$ cat src/rtl/serial_cmd_pkg.sv
// Shared constants and state encodings for the serial command sequencer.
package serial_cmd_pkg;

    localparam logic [7:0] OPC_RUN  = 8'h68;  // "h": 4-byte operand -> core -> 4-byte result
    localparam logic [7:0] OPC_PING = 8'h70;  // "p": single-byte ACK reply
    localparam logic [7:0] ACK_CHAR = 8'h6B;  // "k"
    localparam logic [7:0] NAK_CHAR = 8'h3F;  // "?"

    localparam int PAYLOAD_BYTES = 4;

    typedef enum logic [2:0] {
        ST_IDLE,
        ST_RX_PAYLOAD,
        ST_DISPATCH,
        ST_WAIT_CORE,
        ST_TX_RESP,
        ST_TX_ONE
    } state_e;

    typedef enum logic [1:0] {
        SND_IDLE,
        SND_SEND,
        SND_GUARD
    } snd_state_e;

endpackage

$ cat src/rtl/tx_byte_sender.sv
// Serializes 1..4 bytes (LSB first) onto the UART TX strobe interface,
// honouring tx_busy and inserting one guard cycle after every strobe.
//
//  state     | meaning
//  ----------+-----------------------------------------------------
//  SND_IDLE  | nothing queued, waiting for load
//  SND_SEND  | byte pending; strobe in the first cycle tx_busy=0
//  SND_GUARD | mandatory gap after a strobe; done when queue empty
module tx_byte_sender
    import serial_cmd_pkg::*;
(
    input  logic        clk,
    input  logic        rst,
    input  logic        load,
    input  logic [31:0] load_bytes,
    input  logic [2:0]  load_count,
    input  logic        tx_busy,
    output logic [7:0]  tx_data,
    output logic        new_tx_data,
    output logic        done
);

    snd_state_e  state_q, state_d;
    logic [31:0] shift_q, shift_d;
    logic [2:0]  remaining_q, remaining_d;

    // State, shift register and byte counter
    always_ff @(posedge clk) begin
        if (rst) begin
            state_q     <= SND_IDLE;
            shift_q     <= '0;
            remaining_q <= '0;
        end else begin
            state_q     <= state_d;
            shift_q     <= shift_d;
            remaining_q <= remaining_d;
        end
    end

    // Next-state: load, strobe when not busy, then guard
    always_comb begin
        state_d     = state_q;
        shift_d     = shift_q;
        remaining_d = remaining_q;
        case (state_q)
            SND_IDLE: begin
                if (load) begin
                    shift_d     = load_bytes;
                    remaining_d = load_count;
                    state_d     = SND_SEND;
                end
            end
            SND_SEND: begin
                if (!tx_busy) begin
                    shift_d     = {8'h00, shift_q[31:8]};
                    remaining_d = remaining_q - 3'd1;
                    state_d     = SND_GUARD;
                end
            end
            SND_GUARD: begin
                state_d = (remaining_q == 3'd0) ? SND_IDLE : SND_SEND;
            end
            default: state_d = SND_IDLE;
        endcase
    end

    // Outputs: the low byte of the shifter is always the next byte to send
    always_comb begin
        tx_data     = shift_q[7:0];
        new_tx_data = (state_q == SND_SEND) && !tx_busy;
        done        = (state_q == SND_GUARD) && (remaining_q == 3'd0);
    end

endmodule

$ cat src/rtl/serial_cmd_sequencer.sv
// Frames opcode + payload commands from the UART RX stream, dispatches RUN
// commands to the compute core and returns replies through tx_byte_sender.
//
//  state         | meaning
//  --------------+----------------------------------------------------
//  ST_IDLE       | waiting for an opcode byte
//  ST_RX_PAYLOAD | collecting 4 operand bytes, gap timer armed
//  ST_DISPATCH   | one-cycle core_start
//  ST_WAIT_CORE  | waiting (unbounded) for core_done
//  ST_TX_RESP    | sending 4 result bytes
//  ST_TX_ONE     | sending single ACK/NAK byte
module serial_cmd_sequencer
    import serial_cmd_pkg::*;
#(
    parameter int TIMEOUT_CYC = 1000000
) (
    input  logic        clk,
    input  logic        rst,
    input  logic [7:0]  rx_data,
    input  logic        new_rx_data,
    output logic [7:0]  tx_data,
    output logic        new_tx_data,
    input  logic        tx_busy,
    output logic        core_start,
    output logic [7:0]  core_opcode,
    output logic [31:0] core_operand,
    input  logic        core_done,
    input  logic [31:0] core_result,
    output logic        error,
    output logic [7:0]  ledout
);

    localparam int              GAP_W    = $clog2(TIMEOUT_CYC);
    // Gap timer counts down from here; hitting zero without a byte means
    // TIMEOUT_CYC-1 idle cycles have elapsed since the last strobe.
    localparam logic [GAP_W-1:0] GAP_LOAD = GAP_W'(TIMEOUT_CYC - 1);

    state_e           state_q, state_d;
    logic [1:0]       byte_idx_q, byte_idx_d;
    logic [GAP_W-1:0] gap_q, gap_d;
    logic [31:0]      operand_q, operand_d;
    logic [7:0]       opcode_q, opcode_d;
    logic             ping_q, ping_d;
    logic             ovr_q, ovr_d;
    logic             tmo_q, tmo_d;
    logic             nak_q, nak_d;
    logic [3:0]       cnt_q, cnt_d;

    logic             overrun_hit;
    logic             timeout_hit;
    logic             snd_load;
    logic [31:0]      snd_bytes;
    logic [2:0]       snd_count;
    logic             snd_done;

    tx_byte_sender u_sender (
        .clk         (clk),
        .rst         (rst),
        .load        (snd_load),
        .load_bytes  (snd_bytes),
        .load_count  (snd_count),
        .tx_busy     (tx_busy),
        .tx_data     (tx_data),
        .new_tx_data (new_tx_data),
        .done        (snd_done)
    );

    // State register plus frame datapath and status flops
    always_ff @(posedge clk) begin
        if (rst) begin
            state_q    <= ST_IDLE;
            byte_idx_q <= '0;
            gap_q      <= '0;
            operand_q  <= '0;
            opcode_q   <= '0;
            ping_q     <= 1'b0;
            ovr_q      <= 1'b0;
            tmo_q      <= 1'b0;
            nak_q      <= 1'b0;
            cnt_q      <= '0;
        end else begin
            state_q    <= state_d;
            byte_idx_q <= byte_idx_d;
            gap_q      <= gap_d;
            operand_q  <= operand_d;
            opcode_q   <= opcode_d;
            ping_q     <= ping_d;
            ovr_q      <= ovr_d;
            tmo_q      <= tmo_d;
            nak_q      <= nak_d;
            cnt_q      <= cnt_d;
        end
    end

    // Next-state: frame parsing, dispatch, reply sequencing
    always_comb begin
        state_d    = state_q;
        byte_idx_d = byte_idx_q;
        gap_d      = gap_q;
        operand_d  = operand_q;
        opcode_d   = opcode_q;
        ping_d     = ping_q;
        ovr_d      = ovr_q | overrun_hit;
        tmo_d      = tmo_q | timeout_hit;
        nak_d      = nak_q;
        cnt_d      = cnt_q;
        snd_load   = 1'b0;
        snd_bytes  = '0;
        snd_count  = '0;
        case (state_q)
            ST_IDLE: begin
                if (new_rx_data) begin
                    if (rx_data == OPC_RUN) begin
                        opcode_d   = OPC_RUN;
                        byte_idx_d = '0;
                        gap_d      = GAP_LOAD;
                        state_d    = ST_RX_PAYLOAD;
                    end else begin
                        snd_load  = 1'b1;
                        snd_count = 3'd1;
                        ping_d    = (rx_data == OPC_PING);
                        snd_bytes = {24'h0, (rx_data == OPC_PING) ? ACK_CHAR : NAK_CHAR};
                        nak_d     = nak_q | (rx_data != OPC_PING);
                        state_d   = ST_TX_ONE;
                    end
                end
            end
            ST_RX_PAYLOAD: begin
                if (new_rx_data) begin
                    operand_d[{byte_idx_q, 3'b000} +: 8] = rx_data;
                    gap_d      = GAP_LOAD;
                    byte_idx_d = byte_idx_q + 2'd1;
                    if (byte_idx_q == 2'(PAYLOAD_BYTES - 1)) begin
                        state_d = ST_DISPATCH;
                    end
                end else if (timeout_hit) begin
                    state_d = ST_IDLE;
                end else begin
                    gap_d = gap_q - 1'b1;
                end
            end
            ST_DISPATCH: state_d = ST_WAIT_CORE;
            ST_WAIT_CORE: begin
                if (core_done) begin
                    snd_load  = 1'b1;
                    snd_bytes = core_result;
                    snd_count = 3'(PAYLOAD_BYTES);
                    state_d   = ST_TX_RESP;
                end
            end
            ST_TX_RESP: begin
                if (snd_done) begin
                    cnt_d   = cnt_q + 4'd1;
                    state_d = ST_IDLE;
                end
            end
            ST_TX_ONE: begin
                if (snd_done) begin
                    if (ping_q) cnt_d = cnt_q + 4'd1;
                    state_d = ST_IDLE;
                end
            end
            default: state_d = ST_IDLE;
        endcase
    end

    // Outputs and event decode shared with the next-state logic
    always_comb begin
        overrun_hit = new_rx_data &&
                      (state_q inside {ST_DISPATCH, ST_WAIT_CORE, ST_TX_RESP, ST_TX_ONE});
        timeout_hit = (state_q == ST_RX_PAYLOAD) && !new_rx_data && (gap_q == '0);
        core_start  = (state_q == ST_DISPATCH);
        error       = overrun_hit | timeout_hit;
    end

    assign core_opcode  = opcode_q;
    assign core_operand = operand_q;
    assign ledout       = {ovr_q, tmo_q, nak_q, 1'b0, cnt_q};

endmodule

$ cat config.mk
export PLATFORM = sky130hd
export DESIGN_NAME = serial_cmd_sequencer
export DESIGN_NICKNAME = d
export VERILOG_FILES = /design/src/rtl/serial_cmd_pkg.sv /design/src/rtl/tx_byte_sender.sv /design/src/rtl/serial_cmd_sequencer.sv
export SDC_FILE = /design/constraint.sdc
export NUM_CORES = 1
export LEC_CHECK = 0
export CORE_MARGIN = 2
export CORE_UTILIZATION = 52
export CTS_CLUSTER_DIAMETER = 40
export DETAILED_ROUTE_END_ITERATION = 8
export MAX_ROUTING_LAYER = met4
export PLACE_DENSITY = 0.81
export SETUP_SLACK_MARGIN = 0.05
export SLEW_MARGIN = 20
export SYNTH_ARGS = -nofsm -noshare
export SYNTH_HDL_FRONTEND = slang
export SYNTH_HIERARCHICAL = 1
export SYNTH_SLANG_ARGS = --single-unit
$ cat constraint.sdc
create_clock -name clk -period 3.3 [get_ports clk]
set_clock_uncertainty 0.1 [all_clocks]
set_input_delay 0.495 -clock clk [delete_from_list [all_inputs] [get_ports clk]]
set_output_delay 0.495 -clock clk [all_outputs]
set_load 0.01 [all_outputs]
==> flow_metrics.env, run 1 <==
export IMPL_r2r_start="state_q[0]$_SDFFE_PP0P_"
export IMPL_syn_inst=610
export IMPL_startpoint_type="register"
export IMPL_synth_edff_count=0
export IMPL_cts_max_level=3
export IMPL_path_class="register to primary output"
export IMPL_setup_tns_ps=0
export IMPL_finalCritPeriodShare=0.951
export IMPL_numPortBuffers=97
export IMPL_grt_overflow=0
export IMPL_synth_warning_count=6
export IMPL_ctsResizeCount=1
export IMPL_clockBufferDepth=2
export IMPL_synth_area_per_cell_um2=8.50
export IMPL_clk_pin_slew_ps=110
export IMPL_final_max_slew_viol_count=0
export IMPL_required_ps=2700
export IMPL_postCtsSetupRepairBufs=0
export IMPL_areaGrowthSynthToFinish_pct=22.3
export IMPL_critPathLaunch="gap_q[10]$_SDFFE_PP0P_"
export IMPL_synth_top_cells_by_area="dfxtp_1 (40%), a21oi_1 (6.6%), nand2_1 (3.8%)"
export IMPL_synth_top_cell_by_area="dfxtp_1"
export IMPL_fmax_mhz=319
export IMPL_vias=4657
export IMPL_grt_max_degree=43
export IMPL_powerDensity_nw_per_um2=482
export IMPL_yosys_top_cells_count="dfxtp_1 (103), a21oi_1 (68), nand2_1 (52), nor2_1 (40), inv_1 (36)"
export IMPL_dp_slack_ps=356
export IMPL_row_count=36
export IMPL_ioPinCount=104
export IMPL_hpwl_um=9010
export IMPL_p_leak_uw=0.00231
export IMPL_drt_iter0_markers=331
export IMPL_status="finished clean"
export IMPL_cts_buffers=9
export IMPL_maxCapViolCount=0
export IMPL_track_usage=0.236
export IMPL_endpoint_kind="primary output"
export IMPL_finalHoldViolations=0
export IMPL_wire_per_inst_um=15.3
export IMPL_tightest_slew_ps=939
export IMPL_syn_area_um2=5180
export IMPL_die_h_um=104
export IMPL_cts_tree="yes"
export IMPL_viasPerCell=5.67
export IMPL_async_flop_share=0
export IMPL_hold_buffers=0
export IMPL_min_period_ps=3140
export IMPL_coreArea_um2=9730
export IMPL_synth_seq_cells=103
export IMPL_hold_class="register to register"
export IMPL_min_from="core_operand[18]$_SDFFE_PP0P_"
export IMPL_worst_ir_drop_vdd_uv=215
export IMPL_crit_fanout=5
export IMPL_drive_gt1_frac=0.0958
export IMPL_antenna_found_initial=0
export IMPL_synth_ff_type="dfxtp_1"
export IMPL_synth_cell_type_count=67
export IMPL_routed_wl_um=12600
export IMPL_fp_dieW_um=104
export IMPL_synth_top_area_frac=0.398
export IMPL_grt_pass1_vias=4531
export IMPL_layout_setup_ws_ps=162
export IMPL_slew_headroom=0.373
export IMPL_drtPass1Iterations=5
export IMPL_yosysSeqAreaShare=0.398
export IMPL_power_uw=3050
export IMPL_setup_viol=0
export IMPL_clock_sinks=103
export IMPL_nets=740
export IMPL_drc_errors=0
export IMPL_cp_arrival_ps=2540
export IMPL_grt_pass1_wl_um=20900
export IMPL_num_antenna_cells=0
export IMPL_clock_latency_ps=370
export IMPL_dieArea_um2=10800
export IMPL_gp_congestion=0.843
export IMPL_start_util=0.533
export IMPL_synth_most_common_cell="dfxtp_1"
export IMPL_grt_setup_unrepaired="false"
export IMPL_root_buffer="clkbuf_8"
export IMPL_drtAntennaViolNets=0
[per-stage QoR]
| step | cells | util | hold WS (ps) | cell area [um^2] |
|---|---|---|---|---|
| after floorplan | 616 | - | 326 | 5200 |
| after global placement | 806 | 0.632 | 332 | 6150 |
| after detailed placement | 806 | 0.632 | 340 | 6150 |
| after CTS | 822 | 0.651 | 355 | 6340 |
| after global routing | 822 | 0.651 | 364 | 6340 |
| final | 822 | 0.651 | 354 | 6340 |
[where the power goes]
group | total, uW | internal, uW | switching, uW
combinational | 845 | 389 | 456
sequential | 1470 | 1360 | 110
clock | 743 | 287 | 456
[cells in the final DEF (no fill, tap or decap), drive strengths merged, types with 2 or more instances in the layout]
cell | netlist | routed
dfxtp | 103 | 103
clkdlybuf4s50 | 0 | 96
a21oi | 68 | 68
nand2 | 52 | 52
nor2 | 40 | 40
inv | 36 | 38
and2 | 30 | 30
nand3 | 28 | 28
o221ai | 24 | 24
buf | 40 | 23
o21ai | 16 | 16
nor3 | 13 | 13
ha | 11 | 11
a22oi | 10 | 10
nor4 | 10 | 10
clkbuf | 22 | 10
xor2 | 9 | 9
nand2b | 7 | 7
a21o | 7 | 7
xnor2 | 7 | 7
a211oi | 7 | 7
conb | 1 | 7
a31oi | 6 | 6
nor3b | 6 | 6
nor4b | 6 | 6
or4 | 6 | 6
or3b | 4 | 4
clkinv | 1 | 4
nand4 | 3 | 3
nor2b | 3 | 3
or3 | 3 | 3
or2 | 3 | 3
and4b | 2 | 2
nor4bb | 2 | 2
and4 | 2 | 2
o41ai | 2 | 2
a2111oi | 2 | 2
[state kept, by name, summed over array words and instances (netlist names), 2 cells and up]
signal and cells:
state_q 3, core_operand 32, byte_idx_q 2, u_sender/state_q 2, u_sender/shift_q 32, cnt_q 4
u_sender/remaining_q 3, gap_q 20
[kinds of logic (layout without fill, tap and decap cells)]
family,Yosys count,count (layout),synth area share
compound gates,155,155,0.208
fa+ha+maj,11,11,0.0266
other cells,1,7,0.000724
flops,103,103,0.398
xor+xnor,16,16,0.0270
buf+inv,99,172,0.101
simple gates,223,223,0.235
mux,2,2,0.00410
[path summary, 6_finish.rpt]
check                                        to  cells past startpoint  slack (ps)
setup / recovery                          error                      6         160
setup reg to reg         gap_q[16]$_SDFFE_PP0P_                      4         680
hold / removal    core_operand[18]$_SDFFE_PP0P_                      2         350
hold reg to reg   core_operand[18]$_SDFFE_PP0P_                      2         350
[cell type report]
cell class	count	area [um^2]
clock buffers	10	128
clock inverters	6	55.1
fillers	843	3390
inverters	37	139
multi-input cells	414	2630
flip-flops and latches	103	2060
well taps	133	166
repair buffers	119	1160
[worst max-delay path, stage by stage, from the launching register on]
cell	delay, ps
dfxtp_1	380
nor4_2	420
nand4_1	240
nor2_1	210
nand3_1	100
a22oi_1	240
clkdlybuf4s50_1	590
[layer usage]
metal  global-route usage  routed length (um)  share of wire  up-vias
met5                    -                   0              0        -
li1                     -                   -              -     2274
met3               0.0403                 706          0.056       15
met4               0.0598                 130          0.010        0
met2                0.404                6150           0.49      157
met1                0.290                5630           0.45     2211
Note: power is estimated with default switching activity, not from simulation.
==> run 2, diff against run 1 <==
--- a/config.mk
+++ b/config.mk
@@ -9,6 +9,7 @@
 export CORE_UTILIZATION = 52
 export CTS_CLUSTER_DIAMETER = 40
 export DETAILED_ROUTE_END_ITERATION = 8
+export GPL_TIMING_DRIVEN = 0
 export MAX_ROUTING_LAYER = met4
 export PLACE_DENSITY = 0.81
 export SETUP_SLACK_MARGIN = 0.05
==> flow_metrics.env, run 2 (same netlist as run 1, synthesis figures left out) <==
export IMPL_slew_headroom=0.404
export IMPL_drt_iter0_markers=352
export IMPL_critPathLaunch="gap_q[0]$_SDFFE_PP0P_"
export IMPL_drc_errors=0
export IMPL_num_antenna_cells=0
export IMPL_cts_buffers=9
export IMPL_min_period_ps=3210
export IMPL_setup_tns_ps=0
export IMPL_required_ps=2700
export IMPL_power_frac_clock=0.246
export IMPL_status="finished clean"
export IMPL_drtAntennaViolNets=0
export IMPL_antenna_found_initial=0
export IMPL_wire_per_inst_um=15.2
export IMPL_clock_latency_ps=370
export IMPL_fin_cells=861
export IMPL_endpoint_kind="primary output"
export IMPL_final_max_slew_viol_count=0
export IMPL_fmax_mhz=312
export IMPL_placed_cells=844
export IMPL_start_util=0.533
export IMPL_cts_max_level=3
export IMPL_fp_dieW_um=104
export IMPL_areaGrowthSynthToFinish_pct=26.3
export IMPL_die_h_um=104
export IMPL_maxCapViolCount=0
export IMPL_grt_setup_unrepaired="false"
export IMPL_coreArea_um2=9730
export IMPL_grt_pass1_wl_um=21600
export IMPL_viasPerCell=5.60
export IMPL_setup_viol=0
export IMPL_hold_class="register to register"
export IMPL_drive_gt1_frac=0.113
export IMPL_fillers=835
export IMPL_pwr_share_seq=0.460
export IMPL_routed_wl_um=13100
export IMPL_pwr_share_comb=0.294
export IMPL_p_leak_uw=0.00242
export IMPL_switchingPower_uw=1060
export IMPL_worst_ir_drop_vdd_uv=221
export IMPL_timing_hold_ws_ps=356
export IMPL_grt_overflow=0
export IMPL_track_usage=0.249
export IMPL_nets=779
export IMPL_clk_pin_slew_ps=100
export IMPL_path_class="register to primary output"
export IMPL_vias=4819
export IMPL_ioPinCount=104
export IMPL_final_common_cell="dfxtp_1"
export IMPL_final_cell_mix="dfxtp_1 (103), clkdlybuf4s50_1 (95), a21oi_1 (67)"
export IMPL_root_buffer="clkbuf_8"
export IMPL_internal_power_uw=2090
export IMPL_dieArea_um2=10800
export IMPL_finalCritPeriodShare=0.972
export IMPL_clock_sinks=103
export IMPL_grt_pass1_vias=4507
export IMPL_cts_tree="yes"
export IMPL_switching_share=0.337
export IMPL_finalHoldViolations=0
export IMPL_grt_max_degree=19
export IMPL_startpoint_type="register"
export IMPL_min_from="core_operand[0]$_SDFFE_PP0P_"
export IMPL_cp_arrival_ps=2610
export IMPL_hpwl_um=9620
export IMPL_row_count=36
export IMPL_drtPass1Iterations=5
export IMPL_clockBufferDepth=2
export IMPL_numPortBuffers=95
export IMPL_gp_congestion=0.873
export IMPL_crit_fanout=5
export IMPL_r2r_start="state_q[1]$_SDFFE_PP0P_"
export IMPL_tightest_slew_ps=891
export IMPL_powerDensity_nw_per_um2=482
run 2: cell count changes in the layout (fill, tap and decap cells not counted), sizes merged:
| cell | previous run | this run |
|---|---|---|
| inv | 38 | 40 |
| clkbuf | 10 | 33 |
| clkinv | 4 | 2 |
| buf | 23 | 41 |
| clkinvlp | 1 | 0 |
| clkdlybuf4s50 | 96 | 95 |
run 2: layout make-up:
| cell class | instances | area, um^2 | share of cell area |
|---|---|---|---|
| multi-input cells | 414 | 2650 | 0.404 |
| clock inverters | 5 | 46.3 | 0.00707 |
| flip-flops and latches | 103 | 2060 | 0.315 |
| repair buffers | 96 | 958 | 0.146 |
| well taps | 133 | 166 | 0.0254 |
| clock buffers | 11 | 141 | 0.0216 |
| plain buffers | 62 | 385 | 0.0589 |
| inverters | 37 | 139 | 0.0212 |
run 2: through the flow:
stage	util	power (uW)	area, um^2	worst slack, ps
floorplan	-	2070	5200	814
global placement	0.650	2320	6320	-297
detailed placement	0.650	2360	6320	-340
CTS	0.671	3130	6530	49.5
global route	0.673	3320	6550	52.3
finish	0.673	3150	6550	91.7
run 2: routing by layer:
layer	vias up	part of all wire	track usage
met3	19	0.063	0.0529
met5	-	0	-
li1	2361	-	-
met2	184	0.47	0.403
met1	2255	0.45	0.309
met4	0	0.018	0.0869
run 2: final timing paths:
path / to / slack [ps] / cells past startpoint
worst min-delay path: core_operand[0]$_SDFFE_PP0P_ / 360 / 2
worst max-delay path: error / 90 / 8
worst max register to register: u_sender/shift_q[1]$_SDFFE_PP0P_ / 490 / 10
worst min register to register: core_operand[0]$_SDFFE_PP0P_ / 360 / 2
run 2: power groups by stage:
stage | combinational, uW | sequential [uW] | clock (uW)
detailed placement | 885 | 1470 | 0
finish | 928 | 1450 | 775
global placement | 851 | 1470 | 0
CTS | 910 | 1450 | 777
floorplan | 621 | 1450 | 0
global route | 1020 | 1460 | 833
run 2: what timing repair did:
item | CTS | global route
hold buffers | 0 | 0
pin swaps | 1 | 0
resized for setup | 2 | 3
endpoints found under the hold margin | 0 | 0
setup endpoints to repair | 2 | 19
setup buffers | 1 | 0
run 2: critical path: stages, from the launching register on:
cell and delay (ps):
dfxtp_1 360, inv_1 90, ha_1 160, nor3b_1 230, nand4_1 230, nor2_2 220
nand3_1 100, a22oi_1 260, clkdlybuf4s50_1 590
==> run 3, diff against run 2 <==
--- a/config.mk
+++ b/config.mk
@@ -13,7 +13,6 @@
 export MAX_ROUTING_LAYER = met4
 export PLACE_DENSITY = 0.81
 export SETUP_SLACK_MARGIN = 0.05
-export SLEW_MARGIN = 20
 export SYNTH_ARGS = -nofsm -noshare
 export SYNTH_HDL_FRONTEND = slang
 export SYNTH_HIERARCHICAL = 1
==> results of run 3 <==
No change in the layout: final DEF, timing and power equal those of run 2.
